$ cat src/rtl/prog_loader.sv
// Program-image loader: takes length-prefixed, checksummed word stream from the
// UART word assembler and writes it into instruction memory from address 0.
module prog_loader #(
   parameter int ADDR_WIDTH = 14
) (
   input  logic                  clk,
   input  logic                  reset,
   input  logic [31:0]           rword,
   input  logic                  rword_ready,
   input  logic                  rearm,
   output logic                  mem_we,
   output logic [ADDR_WIDTH-1:0] mem_addr,
   output logic [31:0]           mem_wdata,
   output logic                  loading,
   output logic                  done,
   output logic                  len_err,
   output logic                  cksum_err
);

   localparam logic [32:0] CAPACITY = 33'(1) << ADDR_WIDTH;

   typedef enum logic [1:0] {
      WAIT_LEN,
      WAIT_DATA,
      WAIT_SUM,
      DONE
   } state_t;

   state_t state, state_nxt;

   // Counter and length are one bit wider than the address so a full-memory image terminates.
   logic [ADDR_WIDTH:0]   len_q, len_nxt;
   logic [ADDR_WIDTH:0]   cnt, cnt_nxt;
   logic [31:0]           sum, sum_nxt;
   logic                  mem_we_nxt;
   logic [ADDR_WIDTH-1:0] mem_addr_nxt;
   logic [31:0]           mem_wdata_nxt;
   logic                  loading_nxt;
   logic                  done_nxt;
   logic                  len_err_nxt;
   logic                  cksum_err_nxt;

   always_ff @(posedge clk or negedge reset) begin
      if (!reset) begin
         state     <= WAIT_LEN;
         len_q     <= '0;
         cnt       <= '0;
         sum       <= '0;
         mem_we    <= 1'b0;
         mem_addr  <= '0;
         mem_wdata <= '0;
         loading   <= 1'b0;
         done      <= 1'b0;
         len_err   <= 1'b0;
         cksum_err <= 1'b0;
      end else begin
         state     <= state_nxt;
         len_q     <= len_nxt;
         cnt       <= cnt_nxt;
         sum       <= sum_nxt;
         mem_we    <= mem_we_nxt;
         mem_addr  <= mem_addr_nxt;
         mem_wdata <= mem_wdata_nxt;
         loading   <= loading_nxt;
         done      <= done_nxt;
         len_err   <= len_err_nxt;
         cksum_err <= cksum_err_nxt;
      end
   end

   always_comb begin
      state_nxt     = state;
      len_nxt       = len_q;
      cnt_nxt       = cnt;
      sum_nxt       = sum;
      mem_we_nxt    = 1'b0;
      mem_addr_nxt  = mem_addr;
      mem_wdata_nxt = mem_wdata;
      done_nxt      = done;
      len_err_nxt   = len_err;
      cksum_err_nxt = cksum_err;

      // rearm wins over a coincident word, which is simply dropped.
      if (rearm) begin
         state_nxt     = WAIT_LEN;
         done_nxt      = 1'b0;
         len_err_nxt   = 1'b0;
         cksum_err_nxt = 1'b0;
      end else if (rword_ready) begin
         case (state)
            WAIT_LEN: begin
               if ({1'b0, rword} > CAPACITY) begin
                  len_err_nxt = 1'b1;
                  done_nxt    = 1'b1;
                  state_nxt   = DONE;
               end else if (rword == 32'd0) begin
                  sum_nxt   = '0;
                  state_nxt = WAIT_SUM;
               end else begin
                  len_nxt   = rword[ADDR_WIDTH:0];
                  cnt_nxt   = '0;
                  sum_nxt   = '0;
                  state_nxt = WAIT_DATA;
               end
            end
            WAIT_DATA: begin
               mem_we_nxt    = 1'b1;
               mem_addr_nxt  = cnt[ADDR_WIDTH-1:0];
               mem_wdata_nxt = rword;
               sum_nxt       = sum + rword;
               cnt_nxt       = cnt + (ADDR_WIDTH+1)'(1);
               if (cnt_nxt == len_q) state_nxt = WAIT_SUM;
            end
            WAIT_SUM: begin
               cksum_err_nxt = (rword != sum);
               done_nxt      = 1'b1;
               state_nxt     = DONE;
            end
            default: begin
            end
         endcase
      end

      loading_nxt = (state_nxt == WAIT_DATA) || (state_nxt == WAIT_SUM);
   end

endmodule

$ cat config.mk
export PLATFORM = sky130hd
export DESIGN_NAME = prog_loader
export DESIGN_NICKNAME = d
export VERILOG_FILES = /design/src/rtl/prog_loader.sv
export SDC_FILE = /design/constraint.sdc
export NUM_CORES = 1
export LEC_CHECK = 0
export ABC_AREA = 0
export BUFFER_PORTS_ARGS = -buffer_cell sky130_fd_sc_hd__buf_2
export CAP_MARGIN = 20
export CORE_MARGIN = 8
export CORE_UTILIZATION = 40
export CTS_CLUSTER_SIZE = 30
export DETAILED_ROUTE_END_ITERATION = 10
export PLACE_DENSITY_LB_ADDON = 0.2
export REMOVE_ABC_BUFFERS = 1
export SYNTH_ARGS = -nofsm -noshare
export SYNTH_HDL_FRONTEND = slang
export SYNTH_SLANG_ARGS = --single-unit
$ cat constraint.sdc
create_clock -name clk -period 3.6 [get_ports clk]
set_clock_uncertainty 0.1 [all_clocks]
set_input_delay 1.08 -clock clk [delete_from_list [all_inputs] [get_ports clk]]
set_output_delay 1.08 -clock clk [all_outputs]
set_load 0.05 [all_outputs]
==> out/results.ini <==
[die]
core_region_area_sq_mm = 0.0165
rows = 47
fp.dieArea_sq_mm = 0.0211
die_w_um = 145
die_y_um = 145
start_util_pct = 40.6
ios = 87

[sta]
relSlewSlack_pct = 61.0
drv_slew = 0
layout_min_cycle_time_ns = 3.15
finalSetupViolations = 0
rsz0062_at_grt = false
finalHoldViolations = 0
timing.fmax_mhz = 318
postLayoutSetupSlackWorst_ns = 0.451
worst_pin_slew_ns = 0.585
fin_crit_sh_pct = 87.5

[cells_and_area]
antenna_cells = 0
stdcell_area_sq_mm = 0.00824
synthToLayoutAreaGrowth_pct = 23.1
layout-drive-gt1-share_pct = 22.3
fin_nets = 934

[worst_setup_path]
start_kind = input pin
arrival_ns = 3.36
path_class = in2reg
crit_required_ns = 3.81
end_kind = flop
cp_max_fo = 4

[cts]
worstSkewPairLatency_ns = 0.42
root_buffer = clkbuf_16
cts_setup_buffers = 0
numCtsBuffers = 17
cts.sinks = 115
cts_tree = built
cts.path.max_buffers = 2
clk_pin_slew_ns = 0.06
ctsResizeCount = 0
hold_buffers = 0
cts_max_level = 4

[synthesis]
synth_warnings = 0
postSynthAreaPerCell_sq_um = 8.89
netlist_area_sq_mm = 0.00669
yosys-top-cells-count = 207 x nand2_1, 115 x dfrtp_1, 51 x o21ai_0, 39 x nor2_1, 34 x a21oi_1
ys_seq_area_share_pct = 43.0
synthArstFlopShare_pct = 100
yosysTopAreaCellShare_pct = 43.0
netlist_instances = 752
ys.flop_type = dfrtp_1
synth_cell_types = 71
synth_most_common_cell = nand2_1
yosys.area.top_type = dfrtp_1
synth-edff-count = 0
ys_top_cells_by_area = dfrtp_1 43%, nand2_1 12%, ha_1 6.0%
synth-seq-cells = 115

[run]
cap_violations = 0

[global_route]
gr-max-usage-layer = met2
grt_pass1_wl_um = 29700
grt_use_met3_pct = 4.73
met2_usage_pct = 28.5
grt_pass1_vias = 5864
grt_util_met1_pct = 21.3
grt_usage_pct = 17.2
antenna_found_initial = 0
grt_max_degree = 52
grt_overflow = 0

[routing]
wl_um = 17700
wl_per_cell_um = 16.2
firstDrtPassIters = 5
via_per_inst = 5.20
drtIter0Drc = 305
drc = 0
vias = 5710
antenna_left = 0

[run_status]
status = complete, no violations

[pwr]
power_density_mw_per_mm2 = 725
ir_worst_vdd_uv = 407
p_total_mw = 5.97
power_leakage_nw = 4.10

[placement]
place.gp.congestion = 0.831
numPortBuffers = 86
pre_cts_ws_ns = 0.0561
dp_hpwl_um = 12800
place_area_sq_mm = 0.00760

[min_path]
worstHoldPathType = reg2reg

## metrics by stage
step                      hold WS [ns]  setup TNS [ns]  std cells  utilization (%)
after global placement           0.351               0       1066             46.1
after global routing             0.384               0       1098             50.0
after detailed placement         0.357               0       1066             46.1
after CTS                        0.371               0       1098             50.0
final                            0.365               0       1098             50.0
after floorplan                  0.347          -23.77        717                -
## sequential cells by signal, indices dropped and copies added, names as in the netlist
name,cells
loading,1
done,1
cnt,15
len_q,15
mem_we,1
sum,32
cksum_err,1
mem_addr,14
mem_wdata,32
state,2
len_err,1
## critical path, cell delays in order
cell and delay [ns]:
buf_2 0.12, ha_1 0.33, o211ai_1 0.10, o21ai_0 0.33, a31oi_1 0.14, buf_4 0.16, o21ai_2 0.26, o21ai_0 0.20
o32ai_1 0.35, mux2i_1 0.23, nand2_1 0.06
## per-layer routing
| layer | vias to the layer above | wire (um) | part of all wire (%) |
|---|---|---|---|
| li1 | 2854 | - | - |
| met1 | 2717 | 8400 | 47 |
| met2 | 112 | 8330 | 47 |
| met3 | 27 | 701 | 4.0 |
| met4 | 0 | 313 | 1.8 |
| met5 | - | 0 | 0 |
## kinds of logic after synthesis
kind of cell / after synthesis / share of synthesized area (%)
compound gates: 160 / 15.7
xor+xnor: 48 / 6.29
fa+ha+maj: 33 / 6.29
buf+inv: 47 / 3.46
flops: 115 / 43.0
mux: 23 / 3.74
simple gates: 326 / 21.5
## layout make-up
class	count	area [sq um]
fill	1596	8230
multi-input combinational	590	3580
sequential	115	2880
timing repair buffer	129	818
clock buffer	18	439
tap	220	275
clock inverter	14	200
inverter	12	45.0
## worst paths after layout
| check | cells after the start | endpoint | from | slack (ns) |
|---|---|---|---|---|
| setup / recovery | 11 | sum[25]$_DFFE_PN0P_ | rword[4] | 0.45 |
| hold / removal | 2 | mem_addr[12]$_DFFE_PN0P_ | mem_addr[12]$_DFFE_PN0P_ | 0.36 |
| setup reg to reg | 10 | sum[25]$_DFFE_PN0P_ | sum[4]$_DFFE_PN0P_ | 0.84 |
| hold reg to reg | 2 | mem_addr[12]$_DFFE_PN0P_ | mem_addr[12]$_DFFE_PN0P_ | 0.36 |
| max in group asynchronous | 2 | len_q[2]$_DFFE_PN0P_ | reset | 2.22 |
| min in group asynchronous | 1 | mem_addr[9]$_DFFE_PN0P_ | reset | 0.49 |
## power breakdown
| group | switching (mW) | internal, mW | total, mW |
|---|---|---|---|
| Sequential | 0.158 | 1.56 | 1.72 |
| Clock | 0.645 | 1.18 | 1.83 |
| Combinational | 1.50 | 0.922 | 2.42 |
| Total | 2.30 | 3.67 | 5.97 |
## cell usage in the layout, fill, tap and decap left out, types with 3 or more instances in the layout
| master | count |
|---|---|
| mux2_2 | 16 |
| and2_1 | 7 |
| ha_1 | 32 |
| nor2_1 | 39 |
| nor4_1 | 17 |
| inv_1 | 11 |
| inv_6 | 4 |
| nor3_1 | 12 |
| bufinv_16 | 4 |
| buf_12 | 5 |
| xnor2_1 | 26 |
| clkinvlp_4 | 3 |
| mux2i_1 | 7 |
| o211ai_1 | 3 |
| o21ai_0 | 51 |
| dfrtp_1 | 115 |
| a211oi_1 | 3 |
| xor2_1 | 22 |
| nand3_1 | 10 |
| a21oi_1 | 34 |
| a31oi_1 | 3 |
| o31ai_1 | 11 |
| o21bai_1 | 3 |
| o21a_1 | 4 |
| and3_1 | 5 |
| buf_4 | 39 |
| nand4_1 | 8 |
| nand2b_1 | 4 |
| a21o_1 | 13 |
| nand2_1 | 207 |
| buf_2 | 85 |
| clkbuf_16 | 17 |
Note: power is estimated with default switching activity, not from simulation.
